===== src/rtl/versat_databus_arbiter.sv =====
// Round-robin arbiter sharing one native databus master port among N_PORTS Versat I/O units.
// A granted unit keeps the bus for up to BURST_MAX completed transactions, or until it drops valid.
`ifndef IO_ADDR_W
`define IO_ADDR_W 32
`endif

module versat_databus_arbiter #(
   parameter int N_PORTS   = 4,
   parameter int DATA_W    = 32,
   parameter int ADDR_W    = `IO_ADDR_W,
   parameter int BURST_MAX = 4
) (
   input  logic                         clk,
   input  logic                         rst,
   input  logic [N_PORTS-1:0]           s_valid,
   output logic [N_PORTS-1:0]           s_ready,
   input  logic [N_PORTS*ADDR_W-1:0]    s_addr,
   input  logic [N_PORTS*DATA_W-1:0]    s_wdata,
   input  logic [N_PORTS*DATA_W/8-1:0]  s_wstrb,
   output logic [N_PORTS*DATA_W-1:0]    s_rdata,
   output logic                         m_valid,
   input  logic                         m_ready,
   output logic [ADDR_W-1:0]            m_addr,
   output logic [DATA_W-1:0]            m_wdata,
   output logic [DATA_W/8-1:0]          m_wstrb,
   input  logic [DATA_W-1:0]            m_rdata,
   output logic [$clog2(N_PORTS)-1:0]   grant,
   output logic                         busy
);

   localparam int GW = $clog2(N_PORTS);
   localparam int SW = DATA_W / 8;
   localparam logic [8:0] BMAX = 9'(BURST_MAX);

   typedef enum logic {ST_IDLE, ST_BUSY} state_t;

   state_t          r_state;
   logic [GW-1:0]   r_grant;
   logic [GW-1:0]   r_last;
   logic [7:0]      r_cnt;
   logic            r_busy;

   logic [GW-1:0]   w_sel;
   logic            w_any;
   logic            w_own_valid;
   logic [8:0]      w_cnt_nxt;

   // Scan downward so the requester closest to last+1 is the final (winning) assignment.
   always_comb begin
      w_sel = r_last;
      w_any = 1'b0;
      for (int k = N_PORTS; k >= 1; k--) begin
         if (s_valid[(int'(r_last) + k) % N_PORTS]) begin
            w_sel = GW'((int'(r_last) + k) % N_PORTS);
            w_any = 1'b1;
         end
      end
   end

   assign w_own_valid = s_valid[r_grant];
   assign w_cnt_nxt   = {1'b0, r_cnt} + 9'd1;

   always_ff @(posedge clk or posedge rst) begin
      if (rst) begin
         r_state <= ST_IDLE;
         r_grant <= '0;
         r_last  <= GW'(N_PORTS - 1);
         r_cnt   <= '0;
         r_busy  <= 1'b0;
      end else begin
         case (r_state)
            ST_IDLE: begin
               if (w_any) begin
                  r_grant <= w_sel;
                  r_cnt   <= '0;
                  r_state <= ST_BUSY;
                  r_busy  <= 1'b1;
               end
            end
            ST_BUSY: begin
               if (!w_own_valid) begin
                  r_last  <= r_grant;
                  r_state <= ST_IDLE;
                  r_busy  <= 1'b0;
               end else if (m_ready) begin
                  r_cnt <= w_cnt_nxt[7:0];
                  if (w_cnt_nxt == BMAX) begin
                     r_last  <= r_grant;
                     r_state <= ST_IDLE;
                     r_busy  <= 1'b0;
                  end
               end
            end
         endcase
      end
   end

   always_comb begin
      m_valid = (r_state == ST_BUSY) && w_own_valid;
      m_addr  = s_addr[r_grant*ADDR_W +: ADDR_W];
      m_wdata = s_wdata[r_grant*DATA_W +: DATA_W];
      m_wstrb = s_wstrb[r_grant*SW +: SW];
      s_ready = '0;
      if (m_valid && m_ready) s_ready[r_grant] = 1'b1;
   end

   assign s_rdata = {N_PORTS{m_rdata}};
   assign grant   = r_grant;
   assign busy    = r_busy;

endmodule


===== config.mk =====
export PLATFORM = sky130hd
export DESIGN_NAME = versat_databus_arbiter
export DESIGN_NICKNAME = d
export VERILOG_FILES = /design/src/rtl/versat_databus_arbiter.sv
export SDC_FILE = /design/constraint.sdc
export NUM_CORES = 1
export LEC_CHECK = 0
export ABC_AREA = 0
export CORE_AREA = 2 2 198 200
export CTS_BUF_LIST = sky130_fd_sc_hd__clkbuf_8
export CTS_CLUSTER_SIZE = 16
export DETAILED_ROUTE_END_ITERATION = 10
export DIE_AREA = 0 0 200 202
export PLACE_DENSITY_LB_ADDON = 0.05
export RECOVER_POWER = 25
export SYNTH_ARGS = -nofsm -noshare
export SYNTH_HDL_FRONTEND = slang
export SYNTH_SLANG_ARGS = --single-unit

===== constraint.sdc =====
create_clock -name clk -period 2.55 [get_ports clk]
set_input_delay 0.51 -clock clk [delete_from_list [all_inputs] [get_ports clk]]
set_output_delay 0.51 -clock clk [all_outputs]
set_load 0.02 [all_outputs]

==> metrics.txt, run 1 <==
yosys warns=0; layout cell share with drive strength beyond 1=21.4%; number of buffers created by CTS=3; largest cells by area after synthesis=mux4_2 (44%), buf_4 (28%), dfrtp_1 (8.6%); Reg clk slew, reported paths=60 ps; Post-Place Cells=1065; FF+latch area=360 um2; NumNets Final=866; crit start category=input pin; syn avg cell area=10.8 um2; fmax=0.402 GHz; Pwr Density=782 mW/mm2; Critical Path Sink=s_ready[3]; RSZ-0062 raised after global routing=yes; clock sinks=14; sequential area share after synthesis=10.0%; CTS tree=yes; # IOs=515; CP max stage delay=500 ps; largest net degree at the start of global routing=66; r2r setup slk=470 ps; Post-synth top cells=buf_4 (129), mux4_2 (69), nand2_1 (13); fin util=17.9%; total number of vias=3603; Critical R2R Launch=r_cnt[0]$_DFFE_PP0P_; fin crit share=97.6%; hold path depth=1; core box area=0.0383 mm2; max cap viols=0; Routed WL=24800 um; clk buf depth=2; CP max FO=4; setup TNS=0 ps; share of the synthesized area in the top cell type=44.2%; via/cell ratio=3.35; reg2reg end=r_last[1]$_DFFE_PP1P_; area grow syn2layout=95.0%; footprint of the multi-input gates=0.00208 mm2; root buf cell=clkbuf_8; drt pass-1 iters=4; initial core utilization=9.17%; Layout fillers=4241; WL/cell=23.0 um; Slew headroom=57.2%; Worst-Margin Slew=641 ps; CTS H-Tree Depth=1; placed cell areas=0.00681 mm2; VDD IR max=0.000413 V; post-route minimum period=2490 ps; Die X-Extent=200 um; worst path required time=2040 ps; Mapped Nets=637; Leak=2.48 nW; final hold vios=0; gr usage total=11.5%; status=completed; die area=0.0404 mm2; area leader, netlist=mux4_2; Yosys cell types=38; R2R cell count=6; flops & latches, synth=14; Skew-Pair Late Insertion Delay=250 ps; CP Cell Sequence=clkdlybuf4s50_1 > mux4_2 > and3_4 > and3_1 > buf_2; Worst Setup End Kind=output pin; Post-Syn Area=0.00351 mm2; critical path class=in -> out; Syn Inst Count=324; initial DRC count=194; dominant synthesized flop cell=dfrtp_1; GR Overflow Total=0; Placer Congestion=0.770; origin of the worst setup path=s_valid[1]; worst hold path type=reg -> reg; EDFF count, synth=0; Residual DRC=0; DIE HEIGHT=202 um; most common cell in the synthesized netlist=buf_4; Tot Pwr=5.36 mW; fin. max-slew vios=0; Buffers on Ports=354; Final ANT Viol Nets=0; detailed placement HPWL=21900 um; non-filler instance count after layout=1077; initial antenna violation count=14; site row count=72; vias in the first global route=3766; Final setup viols=0; Finished Cell Area=0.00685 mm2; slowest library cell on the worst path=mux4_2; Worst EP arrival=1980 ps; ys async rst share=100%; Fin Clk Skew=0.836 ps; first-pass GRT wire length=32000 um
## cell type report
| class | instances | share of cell area (%) |
|---|---|---|
| Timing Repair Buffer | 374 | 53.5 |
| Inverter | 5 | 0.274 |
| Antenna cell | 7 | 0.256 |
| Clock buffer | 4 | 0.804 |
| Sequential cell | 14 | 5.26 |
| Multi-Input combinational cell | 155 | 30.4 |
| Tap cell | 518 | 9.46 |
## worst max-delay path, delay by kind of cell
kind	cells	cell delay [ps]
buf+inv	2	580
simple gates	2	380
mux	1	500
## placed cells by master, fill, tap and decap left out, types with 2 or more instances in the layout
cell type,n
mux4_2,69
clkbuf_2,5
nor2_1,6
ha_1,2
and2_1,3
dfstp_2,2
diode_2,7
clkbuf_8,4
buf_4,20
clkdlybuf4s50_1,281
nand4_1,2
buf_6,2
o21ai_0,8
nand3_1,7
o31ai_1,4
a31oi_1,4
nand2_1,13
xnor2_1,2
inv_1,5
dfrtp_1,10
o21ai_1,6
clkdlybuf4s15_1,15
or3_1,3
buf_2,4
a21oi_1,5
and3_1,2
dlygate4sd2_1,38
dfrtp_4,2
buf_16,2
o22ai_1,3
dlymetal6s2s_1,6
## registers in the layout (all words and copies together) (netlist names)
name	cells
r_cnt	8
grant	2
r_last	2
busy	1
r_state	1
## worst min path at each step
stage | from | to | slack [ps]
3_3_place_gp | r_cnt[7]$_DFFE_PP0P_ | r_cnt[7]$_DFFE_PP0P_ | 470
2_1_floorplan | rst | busy$_DFFE_PP0P_ | 400
4_1_cts | r_cnt[7]$_DFFE_PP0P_ | r_cnt[7]$_DFFE_PP0P_ | 480
6_report | r_cnt[7]$_DFFE_PP0P_ | r_cnt[7]$_DFFE_PP0P_ | 480
3_5_place_dp | r_cnt[7]$_DFFE_PP0P_ | r_cnt[7]$_DFFE_PP0P_ | 470
5_1_grt | r_cnt[7]$_DFFE_PP0P_ | r_cnt[7]$_DFFE_PP0P_ | 510
## cell families after synthesis
kind of cell               synth area share [%]
AOI/OAI and AO/OA                          6.27
xor gates and xnor gates                  0.499
adders and majority gates                 0.712
buffers and inverters                      30.9
DFF                                        10.0
muxes                                      44.9
and+or+nand+nor                            6.73
## per-layer routing
| metal | vias to the layer above | wire length [um] | global-route usage [%] |
|---|---|---|---|
| met5 | - | 103 | 0 |
| met4 | 14 | 100 | 1.35 |
| met3 | 27 | 2880 | 5.19 |
| met2 | 257 | 12800 | 21.3 |
| met1 | 1736 | 8940 | 12.2 |
| li1 | 1569 | - | - |
## report_power, final
part	switching, mW	internal [mW]	leakage [nW]	total (mW)
Clock	0.0893	0.137	0.0288	0.226
Sequential	0.115	0.309	0.175	0.423
Combinational	2.37	2.34	2.28	4.71
Total	2.57	2.78	2.48	5.36
## stage by stage
step	worst slack (ps)	hold slack [ps]
after floorplan	322	398
after global placement	-362	467
after global routing	-14.2	514
after detailed placement	-369	474
after CTS	-194	484
final	62.0	478
## timing repair
action,CTS,global route
hold endpoints to repair,0,0
pin swaps,1,0
resized for setup,76,35
setup buffers,1,0
hold buffers,0,0
setup endpoints to repair,68,22
No activity file was read; power rests on OpenSTA's default activity.
==> run 2: changes to the inputs <==
--- a/config.mk
+++ b/config.mk
@@ -11,7 +11,8 @@
 export CTS_CLUSTER_SIZE = 16
 export DETAILED_ROUTE_END_ITERATION = 10
 export DIE_AREA = 0 0 200 202
-export PLACE_DENSITY_LB_ADDON = 0.05
+export MAX_ROUTING_LAYER = met4
+export PLACE_DENSITY = 0.42
 export RECOVER_POWER = 25
 export SYNTH_ARGS = -nofsm -noshare
 export SYNTH_HDL_FRONTEND = slang
==> run 2 against run 1 <==
Net effect:
- clock power shrank 15%
- power shrank 1.7%
- non-clock buffer count grew 6
- design area grew 0.27%
- sequential share of layout area is essentially flat
- cell count is essentially flat
- die area is the same
- worst hold slack gained 20 ps
- critical endpoint is now m_wdata[27]
==> metrics.txt, run 2 (synthesis gave the netlist of run 1 again) <==
status=completed; die area=0.0404 mm2 (unchanged); VDD IR max=0.000507 V (+23%); Final ANT Viol Nets=0 (unchanged); Tot Pwr=5.26 mW (-1.7%); Die X-Extent=200 um (unchanged); NetSw=2.51 mW (-2.6%); fin crit share=97.1% (-0.45 points); Routed WL=22200 um (-11%); layout cell share with drive strength beyond 1=20.6% (-0.77 points); Placer Congestion=0.747 (-3.1%); final hold vios=0 (unchanged); Fin Clk Skew=3.79 ps (+2.95 ps); reg2reg end=r_last[1]$_DFFE_PP1P_; slowest library cell on the worst path=dfrtp_4; WL/cell=20.6 um (-11%); Sw Ratio=47.6% (-0.45 points); Worst EP arrival=1970 ps (about the same); clock share of power=3.6% (-0.6 points); CP max stage delay=490 ps (about the same); Reg power frac=7.5% (-0.4 points); Worst Setup End Kind=output pin; number of buffers created by CTS=3 (unchanged); worst path required time=2040 ps (about the same); Buf/Inv on CP=4 (+2); GR Overflow Total=0 (unchanged); Worst Hold End=r_cnt[7]$_DFFE_PP0P_; delay-heaviest family, CP=buffers and inverters; DIE HEIGHT=202 um (unchanged); Skew-Pair Late Insertion Delay=250 ps (about the same); Final setup viols=0 (unchanged); post-route minimum period=2480 ps (-11.4 ps); vias in the first global route=3764 (-0.053%); hold path depth=1 (unchanged); commonest non-fill, non-tap cells in the layout=clkdlybuf4s50_1 (277), mux4_2 (69), dlygate4sd2_1 (67); clk buf depth=2 (unchanged); critical path class=reg -> out; initial DRC count=105 (-46%); most frequent CP cell=buf_4; CTS tree=yes; Top reg by flops=r_cnt; area grow syn2layout=95.5%; Worst-Margin Slew=611 ps (-29.8 ps); initial antenna violation count=12 (-2); # IOs=515 (unchanged); core box area=0.0383 mm2 (unchanged); Residual DRC=0 (unchanged); max cap viols=0 (unchanged); clock sinks=14 (unchanged); detailed placement HPWL=19900 um (-9.3%); RSZ-0062 raised after global routing=no; CP Cell Sequence=buf_4 > buf_4 > buf_4 > mux4_2 > dlygate4sd2_1; CTS H-Tree Depth=1 (unchanged); min-delay src=r_cnt[7]$_DFFE_PP0P_; fmax=0.404 GHz (+0.46%); Reg clk slew, reported paths=60 ps (about the same); via/cell ratio=3.29 (-1.6%); fin. max-slew vios=0 (unchanged); NumNets Final=872 (+0.69%); site row count=72 (unchanged); first-pass GRT wire length=28800 um (-9.8%); drt pass-1 iters=4 (unchanged); internal power=2.76 mW (-0.85%); r2r setup slk=610 ps (+140 ps); Slew headroom=59.2% (+2.0 points); worst hold path type=reg -> reg; Buffers on Ports=354 (unchanged); gr usage total=10.4% (-1.1 points); root buf cell=clkbuf_8; CP max FO=4 (unchanged); Leak=2.52 nW (+1.3%); max reg flops=8 (unchanged); largest net degree at the start of global routing=66 (unchanged); Gate power share=88.9% (+1.0 points); crit start category=flip-flop; total number of vias=3547 (-1.6%); Finished Cell Area=0.00687 mm2 (+0.27%); initial core utilization=9.17% (unchanged); R2R cell count=6 (unchanged); placed cell areas=0.00686 mm2 (+0.73%); Pwr Density=767 mW/mm2 (-2.0%); most common cell after layout, fill and taps aside=clkdlybuf4s50_1; Critical R2R Launch=r_cnt[0]$_DFFE_PP0P_
[run 2: cell types whose count changed in the layout (fill, tap and decap cells not counted), sizes merged]
cell | previous run | this run
inv | 5 | 6
clkbuf | 9 | 3
buf | 29 | 32
clkdlybuf4s50 | 281 | 277
diode | 7 | 2
dlygate4sd2 | 38 | 67
clkdlybuf4s15 | 15 | 0
dlymetal6s2s | 6 | 4
[run 2: final cells by class]
type | instances | area (um2)
clock inverters | 1 | 3.75
diodes | 2 | 5.00
inverters | 5 | 18.8
multi-input cells | 155 | 2080
clock buffers | 3 | 41.3
flip-flops and latches | 14 | 360
well taps | 518 | 648
repair buffers | 380 | 3700
fillers | 4224 | 31400
[run 2: routing by layer]
layer / routed length (um) / GRT usage [%] / up-vias
met5: 0 / - / -
met2: 10900 / 18.2 / 284
met3: 2490 / 3.75 / 22
li1: - / - / 1580
met1: 8540 / 11.6 / 1661
met4: 189 / 0.979 / 0
[run 2: repair_timing]
item,4_1_cts,5_1_grt
setup endpoints to repair,72,2
setup buffers,3,0
hold buffers,0,0
pin swaps,1,1
endpoints found under the hold margin,0,0
gates resized for setup,86,5
[run 2: worst max-delay path by stage]
stage	slack [ps]	from	cells after the start	to
after floorplan	320	grant[1]$_DFFE_PP0P_	5	s_ready[3]
after global placement	-380	s_valid[3]	5	s_ready[3]
after detailed placement	-400	s_valid[3]	5	s_ready[3]
after CTS	10	s_valid[1]	5	s_ready[3]
after global routing	20	grant[0]$_DFFE_PP0P_	5	m_wdata[27]
final	70	grant[0]$_DFFE_PP0P_	5	m_wdata[27]
[run 2: metrics by stage]
step	instances	setup WS, ps	hold slack, ps	utilization [%]	TNS (ps)
6_report	1078	73.3	498	17.9	0
5_1_grt	1077	20.2	512	17.9	0
4_1_cts	1076	11.9	500	17.9	0
3_5_place_dp	1069	-397	490	17.9	-1540
3_3_place_gp	1069	-385	497	17.9	-1540
2_1_floorplan	324	322	398	-	0
[run 2: power by group through the flow]
stage	sequential [mW]	clock, mW	combinational (mW)
detailed placement	0.442	0	5.08
floorplan	0.375	0	3.04
finish	0.393	0.191	4.68
global placement	0.441	0	5.10
global route	0.408	0.207	5.00
CTS	0.392	0.200	4.77
